<file path="src/rtl/fb_pkg.sv">
// ---------------------------------------------------------------------------
// fb_pkg
// Shared definitions for the frame_buffer read-side master:
//   - default bus widths and frame geometry
//   - FSM state encoding used by frame_buffer_reader
//   - helper to size x/y counters (never narrower than one bit)
// ---------------------------------------------------------------------------
package fb_pkg;

    localparam int FB_ADDR_WIDTH   = 32;
    localparam int FB_DATA_WIDTH   = 16;
    localparam int FB_H_ACTIVE     = 128;
    localparam int FB_V_ACTIVE     = 80;
    localparam int FB_FRAME_PIXELS = FB_H_ACTIVE * FB_V_ACTIVE;

    // Each buffered beat carries {sof, eol, eof} ahead of the pixel data.
    localparam int FB_FLAG_WIDTH   = 3;

    typedef enum logic [1:0] {
        ST_IDLE  = 2'd0,
        ST_RUN   = 2'd1,
        ST_DRAIN = 2'd2
    } fb_state_e;

    // Counter width for a range of n values; a 1-wide range still needs 1 bit.
    function automatic int fb_cnt_width(input int n);
        return (n > 1) ? $clog2(n) : 1;
    endfunction

endpackage

</file>
<file path="src/rtl/fb_rd_skid_fifo.sv">
// ---------------------------------------------------------------------------
// fb_rd_skid_fifo
// Two-entry FIFO that catches read data returning from the frame buffer one
// cycle after each issued address. The head entry drives the output stream
// directly from flops, so it stays stable while the consumer stalls.
// Ports:
//   clk_i, resetn_i   clock, synchronous active-low reset
//   push_i            write push_data_i this cycle
//   push_data_i       {sof, eol, eof, pixel}
//   pop_i             remove the head entry this cycle (only when count_o != 0)
//   head_o            current head entry
//   count_o           occupancy, 0..2
// ---------------------------------------------------------------------------
module fb_rd_skid_fifo #(
    parameter int WIDTH = 19
) (
    input  logic             clk_i,
    input  logic             resetn_i,
    input  logic             push_i,
    input  logic [WIDTH-1:0] push_data_i,
    input  logic             pop_i,
    output logic [WIDTH-1:0] head_o,
    output logic [1:0]       count_o
);

    logic [WIDTH-1:0] mem_q [0:1];
    logic [WIDTH-1:0] mem_d [0:1];
    logic             rd_ptr_q, rd_ptr_d;
    logic             wr_ptr_q, wr_ptr_d;
    logic [1:0]       count_q,  count_d;

    // Next-state: pointer/occupancy update for push and pop in the same cycle.
    always_comb begin
        mem_d    = mem_q;
        rd_ptr_d = rd_ptr_q;
        wr_ptr_d = wr_ptr_q;
        count_d  = count_q + {1'b0, push_i} - {1'b0, pop_i};
        if (push_i) begin
            mem_d[wr_ptr_q] = push_data_i;
            wr_ptr_d        = ~wr_ptr_q;
        end else begin
            wr_ptr_d = wr_ptr_q;
        end
        if (pop_i) begin
            rd_ptr_d = ~rd_ptr_q;
        end else begin
            rd_ptr_d = rd_ptr_q;
        end
    end

    // Storage and pointer registers.
    always_ff @(posedge clk_i) begin
        if (!resetn_i) begin
            mem_q[0] <= {WIDTH{1'b0}};
            mem_q[1] <= {WIDTH{1'b0}};
            rd_ptr_q <= 1'b0;
            wr_ptr_q <= 1'b0;
            count_q  <= 2'd0;
        end else begin
            mem_q    <= mem_d;
            rd_ptr_q <= rd_ptr_d;
            wr_ptr_q <= wr_ptr_d;
            count_q  <= count_d;
        end
    end

    assign head_o  = mem_q[rd_ptr_q];
    assign count_o = count_q;

endmodule

</file>
<file path="src/rtl/frame_buffer_reader.sv">
// ---------------------------------------------------------------------------
// frame_buffer_reader
// Read-side master for frame_buffer. After start_i it scans one frame in
// raster order from BASE_ADDR upward, absorbs the buffer's 1-cycle read
// latency in a 2-entry skid FIFO, and emits pixels on a valid/ready stream
// tagged with start-of-frame, end-of-line and end-of-frame.
// Ports:
//   clk_i, resetn_i        clock, synchronous active-low reset
//   start_i                begin a frame scan (only honoured when idle)
//   busy_o                 accepted start .. final pixel handshake
//   done_o                 1-cycle pulse after the eof handshake
//   addr_rd_o / data_rd_i  frame_buffer read address / read data (1-cycle)
//   m_valid_o, m_ready_i   output stream handshake
//   m_data_o, m_sof_o, m_eol_o, m_eof_o   output pixel and tags
// ---------------------------------------------------------------------------
module frame_buffer_reader
    import fb_pkg::*;
#(
    parameter int                    ADDR_WIDTH = FB_ADDR_WIDTH,
    parameter int                    DATA_WIDTH = FB_DATA_WIDTH,
    parameter int                    H_ACTIVE   = FB_H_ACTIVE,
    parameter int                    V_ACTIVE   = FB_V_ACTIVE,
    parameter logic [ADDR_WIDTH-1:0] BASE_ADDR  = {ADDR_WIDTH{1'b0}}
) (
    input  logic                  clk_i,
    input  logic                  resetn_i,
    input  logic                  start_i,
    output logic                  busy_o,
    output logic                  done_o,
    output logic [ADDR_WIDTH-1:0] addr_rd_o,
    input  logic [DATA_WIDTH-1:0] data_rd_i,
    output logic                  m_valid_o,
    input  logic                  m_ready_i,
    output logic [DATA_WIDTH-1:0] m_data_o,
    output logic                  m_sof_o,
    output logic                  m_eol_o,
    output logic                  m_eof_o
);

    localparam int XW = fb_cnt_width(H_ACTIVE);
    localparam int YW = fb_cnt_width(V_ACTIVE);
    localparam int BW = DATA_WIDTH + FB_FLAG_WIDTH;

    fb_state_e             state_q,  state_d;
    logic [ADDR_WIDTH-1:0] addr_q,   addr_d;
    logic [XW-1:0]         x_q,      x_d;
    logic [YW-1:0]         y_q,      y_d;
    logic                  infl_q,   infl_d;
    logic [2:0]            iflags_q, iflags_d;
    logic                  busy_q,   busy_d;
    logic                  done_q,   done_d;

    logic [BW-1:0] head_s;
    logic [1:0]    count_s;
    logic          pop_s;
    logic          eof_pop_s;
    logic          x_last_s;
    logic          y_last_s;
    logic [2:0]    credit_s;
    logic          issue_s;

    assign m_valid_o = (count_s != 2'd0);
    assign pop_s     = m_valid_o & m_ready_i;
    assign eof_pop_s = pop_s & head_s[DATA_WIDTH];
    assign x_last_s  = (x_q == XW'(H_ACTIVE - 1));
    assign y_last_s  = (y_q == YW'(V_ACTIVE - 1));

    // Credits count the entry leaving the FIFO this cycle; without that,
    // steady-state streaming would stall every other cycle.
    assign credit_s = {1'b0, count_s} - {2'b00, pop_s} + {2'b00, infl_q};
    assign issue_s  = (state_q == ST_RUN) && (credit_s < 3'd2);

    // Next-state, scan counters and address generation.
    always_comb begin
        state_d  = state_q;
        addr_d   = addr_q;
        x_d      = x_q;
        y_d      = y_q;
        iflags_d = iflags_q;
        busy_d   = busy_q;
        done_d   = 1'b0;
        infl_d   = issue_s;
        case (state_q)
            ST_IDLE: begin
                addr_d = BASE_ADDR;
                if (start_i) begin
                    state_d = ST_RUN;
                    busy_d  = 1'b1;
                    x_d     = {XW{1'b0}};
                    y_d     = {YW{1'b0}};
                end else begin
                    state_d = ST_IDLE;
                end
            end
            ST_RUN: begin
                if (issue_s) begin
                    iflags_d = {(x_q == {XW{1'b0}}) && (y_q == {YW{1'b0}}),
                                x_last_s,
                                x_last_s && y_last_s};
                    if (x_last_s && y_last_s) begin
                        // Last pixel issued: address parks on the final word.
                        state_d = ST_DRAIN;
                    end else if (x_last_s) begin
                        addr_d = addr_q + ADDR_WIDTH'(1'b1);
                        x_d    = {XW{1'b0}};
                        y_d    = y_q + YW'(1'b1);
                    end else begin
                        addr_d = addr_q + ADDR_WIDTH'(1'b1);
                        x_d    = x_q + XW'(1'b1);
                    end
                end else begin
                    state_d = ST_RUN;
                end
            end
            ST_DRAIN: begin
                if (eof_pop_s) begin
                    state_d = ST_IDLE;
                    addr_d  = BASE_ADDR;
                    busy_d  = 1'b0;
                    done_d  = 1'b1;
                end else begin
                    state_d = ST_DRAIN;
                end
            end
            default: begin
                state_d = ST_IDLE;
                addr_d  = BASE_ADDR;
                busy_d  = 1'b0;
            end
        endcase
    end

    // Control and address registers.
    always_ff @(posedge clk_i) begin
        if (!resetn_i) begin
            state_q  <= ST_IDLE;
            addr_q   <= BASE_ADDR;
            x_q      <= {XW{1'b0}};
            y_q      <= {YW{1'b0}};
            infl_q   <= 1'b0;
            iflags_q <= 3'b000;
            busy_q   <= 1'b0;
            done_q   <= 1'b0;
        end else begin
            state_q  <= state_d;
            addr_q   <= addr_d;
            x_q      <= x_d;
            y_q      <= y_d;
            infl_q   <= infl_d;
            iflags_q <= iflags_d;
            busy_q   <= busy_d;
            done_q   <= done_d;
        end
    end

    // Read data arrives the cycle after issue, i.e. while infl_q is set.
    fb_rd_skid_fifo #(
        .WIDTH (BW)
    ) u_skid (
        .clk_i       (clk_i),
        .resetn_i    (resetn_i),
        .push_i      (infl_q),
        .push_data_i ({iflags_q, data_rd_i}),
        .pop_i       (pop_s),
        .head_o      (head_s),
        .count_o     (count_s)
    );

    assign addr_rd_o = addr_q;
    assign busy_o    = busy_q;
    assign done_o    = done_q;
    assign m_data_o  = head_s[DATA_WIDTH-1:0];
    assign m_sof_o   = head_s[DATA_WIDTH+2];
    assign m_eol_o   = head_s[DATA_WIDTH+1];
    assign m_eof_o   = head_s[DATA_WIDTH];

endmodule

</file>
<file path="config.mk">
export PLATFORM = sky130hd
export DESIGN_NAME = frame_buffer_reader
export DESIGN_NICKNAME = d
export VERILOG_FILES = /design/src/rtl/fb_pkg.sv /design/src/rtl/fb_rd_skid_fifo.sv /design/src/rtl/frame_buffer_reader.sv
export SDC_FILE = /design/constraint.sdc
export NUM_CORES = 1
export LEC_CHECK = 0
export CAP_MARGIN = 20
export CORE_MARGIN = 2
export CORE_UTILIZATION = 36
export CTS_CLUSTER_DIAMETER = 50
export DETAILED_ROUTE_END_ITERATION = 16
export GPL_ROUTABILITY_DRIVEN = 0
export PLACE_DENSITY = 0.63
export SLEW_MARGIN = 20
export SYNTH_ARGS = -nofsm -noshare
export SYNTH_HDL_FRONTEND = slang
export SYNTH_SLANG_ARGS = --single-unit
</file>
<file path="constraint.sdc">
create_clock -name clk_i -period 2.65 [get_ports clk_i]
set_input_delay 0.265 -clock clk_i [delete_from_list [all_inputs] [get_ports clk_i]]
set_output_delay 0.265 -clock clk_i [all_outputs]
set_load 0.03 [all_outputs]
</file>
==> results.json <==
{
  "drive_above_1_share": 0.174,
  "worstPathCellList": "o21a_1 -> ha_1 -> inv_1 -> ha_1 -> inv_1 -> fa_2 -> xnor2_2 -> a21oi_2 -> a211o_4 -> or4_4 -> a21oi_2",
  "synth_most_common_cell": "nand2_1",
  "fin_tns_setup_ns": -1.36,
  "yosys.area.top_type": "dfxtp_1",
  "timing.final.ws_setup_ns": -0.117,
  "die-area_um2": 13500,
  "grt-ovfl-total": 0,
  "status": "finished with violations",
  "seq_area_frac_synth": 0.425,
  "p_leak_nw": 2.13,
  "fmax_mhz": 361,
  "routedWlPerCell_um": 15.6,
  "grt_max_degree": 54,
  "synth_edf_count": 0,
  "synth_area_leaders": "dfxtp_1 43%, nand2_1 8.6%, a21oi_1 7.5%",
  "synth_seq_cells": 96,
  "drc": 0,
  "avgSynthCellArea_um2": 8.22,
  "wl_met2_um": 6030,
  "highest_layer": "met4",
  "insertion_delay_ns": 0.35,
  "cts-root-buf": "clkbuf_16",
  "cp_num_buf_inv": 2,
  "yosys_warnings": 0,
  "worst_pin_slew_ns": 0.860,
  "grt_util_all_layers": 0.193,
  "syn_nets": 578,
  "start_kind": "flop",
  "synthCells": 550,
  "die_y_um": 116,
  "rsz0062_at_grt": "yes",
  "initial_utilization": 0.373,
  "crit_arrival_ns": 3.05,
  "max_stage_delay_ns": 0.52,
  "final-hold-violation-count": 0,
  "fillers": 1191,
  "slew_violations": 0,
  "synth_top_cell_area_share": 0.425,
  "skew_ns": 0.00498,
  "regArea_um2": 1920,
  "critPathKind": "reg -> reg",
  "synth_ff_type": "dfxtp_1",
  "drv_cap": 0,
  "core-area_um2": 12100,
  "fin_util": 0.504,
  "min_period_over_period": 1.04,
  "synth_cell_types": 59,
  "vias": 4422,
  "met1_length_um": 5950,
  "drt_pass1_iterations": 4,
  "antennaDiodeCount": 0,
  "num_rows": 40,
  "finalSetupViolCount": 25,
  "syn_to_final_growth_pct": 34.9,
  "synth_area_um2": 4520,
  "htreeDepth": 3,
  "cts_buffer_depth": 2,
  "ir_drop_mv": 0.368,
  "slew_headroom": 0.427,
  "viasPerCell": 5.42,
  "critPathSlowestCell": "or4_4",
  "async_reset_ff_frac": 0,
  "endpoint_kind": "flop",
  "multiInputGateArea_um2": 2600,
  "grt_pass1_vias": 4199,
  "totalWireLength_um": 12800,
  "die_w_um": 116,
  "fin_nets": 673,
  "powerDensity_nw_per_um2": 715,
  "grt_pass1_wl_um": 20400,
  "ant_nets": 0,
  "cp.required_ns": 2.94,
  "boundaryPins": 74,
  "cts.reportedPaths.clkPinSlew_ns": 0.07,
  "cts_sinks": 96,
  "violations": "setup timing",
  "cp_max_fo": 7,
  "worstHoldPathType": "reg -> reg",
  "antenna_found_initial": 0,
  "port_buffers": 73,
  "hpwl_um": 8580,
  "ctsHoldBuffers": 0,
  "cts_buffers": 9,
  "synthTopCellsByCount": "104 x nand2_1, 96 x dfxtp_1, 68 x a21oi_1, 38 x o21ai_0, 22 x nand3_1",
  "critPathTopFamily": "compound AO/OA/AOI/OAI gates",
  "cts_tree": "done",
  "power.total_mw": 4.36,
  "post-route-min-period_ns": 2.77,
  "drt_iter0_markers": 329,
  "wl_met3_um": 593
}
[area by class of cell]
| cell class | count | share of cell area |
|---|---|---|
| tap | 168 | 0.0345 |
| clock buffer | 9 | 0.0369 |
| sequential | 96 | 0.315 |
| multi-input combinational | 415 | 0.426 |
| inverter | 12 | 0.00738 |
| clock inverter | 5 | 0.00574 |
| timing repair buffer | 111 | 0.174 |
[kinds of logic (layout without fill, tap and decap cells)]
family,Yosys count,after routing,synth area share
compound gates,150,151,0.192
fa+ha+maj,8,8,0.0238
xor+xnor,4,4,0.00775
simple gates,233,233,0.268
flops,96,96,0.425
buf+inv,40,137,0.0363
mux,19,19,0.0473
[routing by layer]
metal  vias up  GRT usage
li1       2172          -
met1      2138      0.248
met2        99      0.315
met3        13     0.0486
met4         0     0.0659
met5         -          0
[flip-flops by register name, summed over array words and instances, names as in the netlist]
register         flops
state_q              2
busy_o               1
u_skid.count_o       2
y_q                  7
u_skid.wr_ptr_q      1
infl_q               1
x_q                  7
u_skid.rd_ptr_q      1
addr_rd_o           32
u_skid.mem_q        38
iflags_q             3
done_o               1
[worst min-delay path, cell delays in order (launching register included)]
cell	delay [ns]
dfxtp_1	0.31
nand2_1	0.05
a21oi_1	0.05
[layout by cell type (no fill, tap or decap), types with 10 or more instances in the layout]
master           synthesis  routed
nor2_1                  21      20
dfxtp_1                 96      94
clkdlybuf4s50_1          0      73
clkbuf_16                0      10
o31ai_1                 12      10
nor3_1                  10      10
inv_1                   11      11
nand2_1                104     102
o21ai_0                 38      18
nand3_1                 22      22
mux2_2                  19      19
a21oi_1                 68      62
buf_4                    2      34
o21ai_1                  0      14
or3_1                   10      10
nand4_1                 10      10
[where the power goes]
part | leakage, nW | total, mW | internal, mW | switching [mW]
logic | 1.23 | 1.57 | 0.712 | 0.859
registers | 0.776 | 1.60 | 1.54 | 0.0680
clock network | 0.128 | 1.19 | 0.627 | 0.558
total | 2.13 | 4.36 | 2.87 | 1.49
[through the flow]
step | cell area (um^2) | instances | setup slack, ns | hold slack [ns]
finish | 6100 | 816 | -0.117 | 0.455
global route | 6100 | 816 | -0.245 | 0.476
CTS | 5910 | 812 | -0.0985 | 0.455
detailed placement | 5620 | 797 | -0.433 | 0.446
global placement | 5620 | 797 | -0.370 | 0.438
floorplan | 4530 | 550 | -0.0327 | 0.401
[path summary, 6_finish.rpt]
kind / from / endpoint / slack [ns] / cells past startpoint
worst max-delay path: u_skid.count_o[0]$_SDFF_PN0_ / addr_rd_o[29]$_SDFFE_PN0P_ / -0.12 / 11
worst min-delay path: u_skid.mem_q[12]$_SDFFE_PN0P_ / u_skid.mem_q[12]$_SDFFE_PN0P_ / 0.46 / 2
worst max register to register: u_skid.count_o[0]$_SDFF_PN0_ / addr_rd_o[29]$_SDFFE_PN0P_ / -0.12 / 11
worst min register to register: u_skid.mem_q[12]$_SDFFE_PN0P_ / u_skid.mem_q[12]$_SDFFE_PN0P_ / 0.46 / 2
[what timing repair did]
action | 4_1_cts | 5_1_grt
gates resized for setup | 5 | 48
endpoints found under the setup margin | 11 | 44
hold endpoints to repair | 0 | 0
cloned | 1 | 1
setup buffers | 0 | 3
pin swaps | 1 | 12
Power figures use the tool's default switching activity.
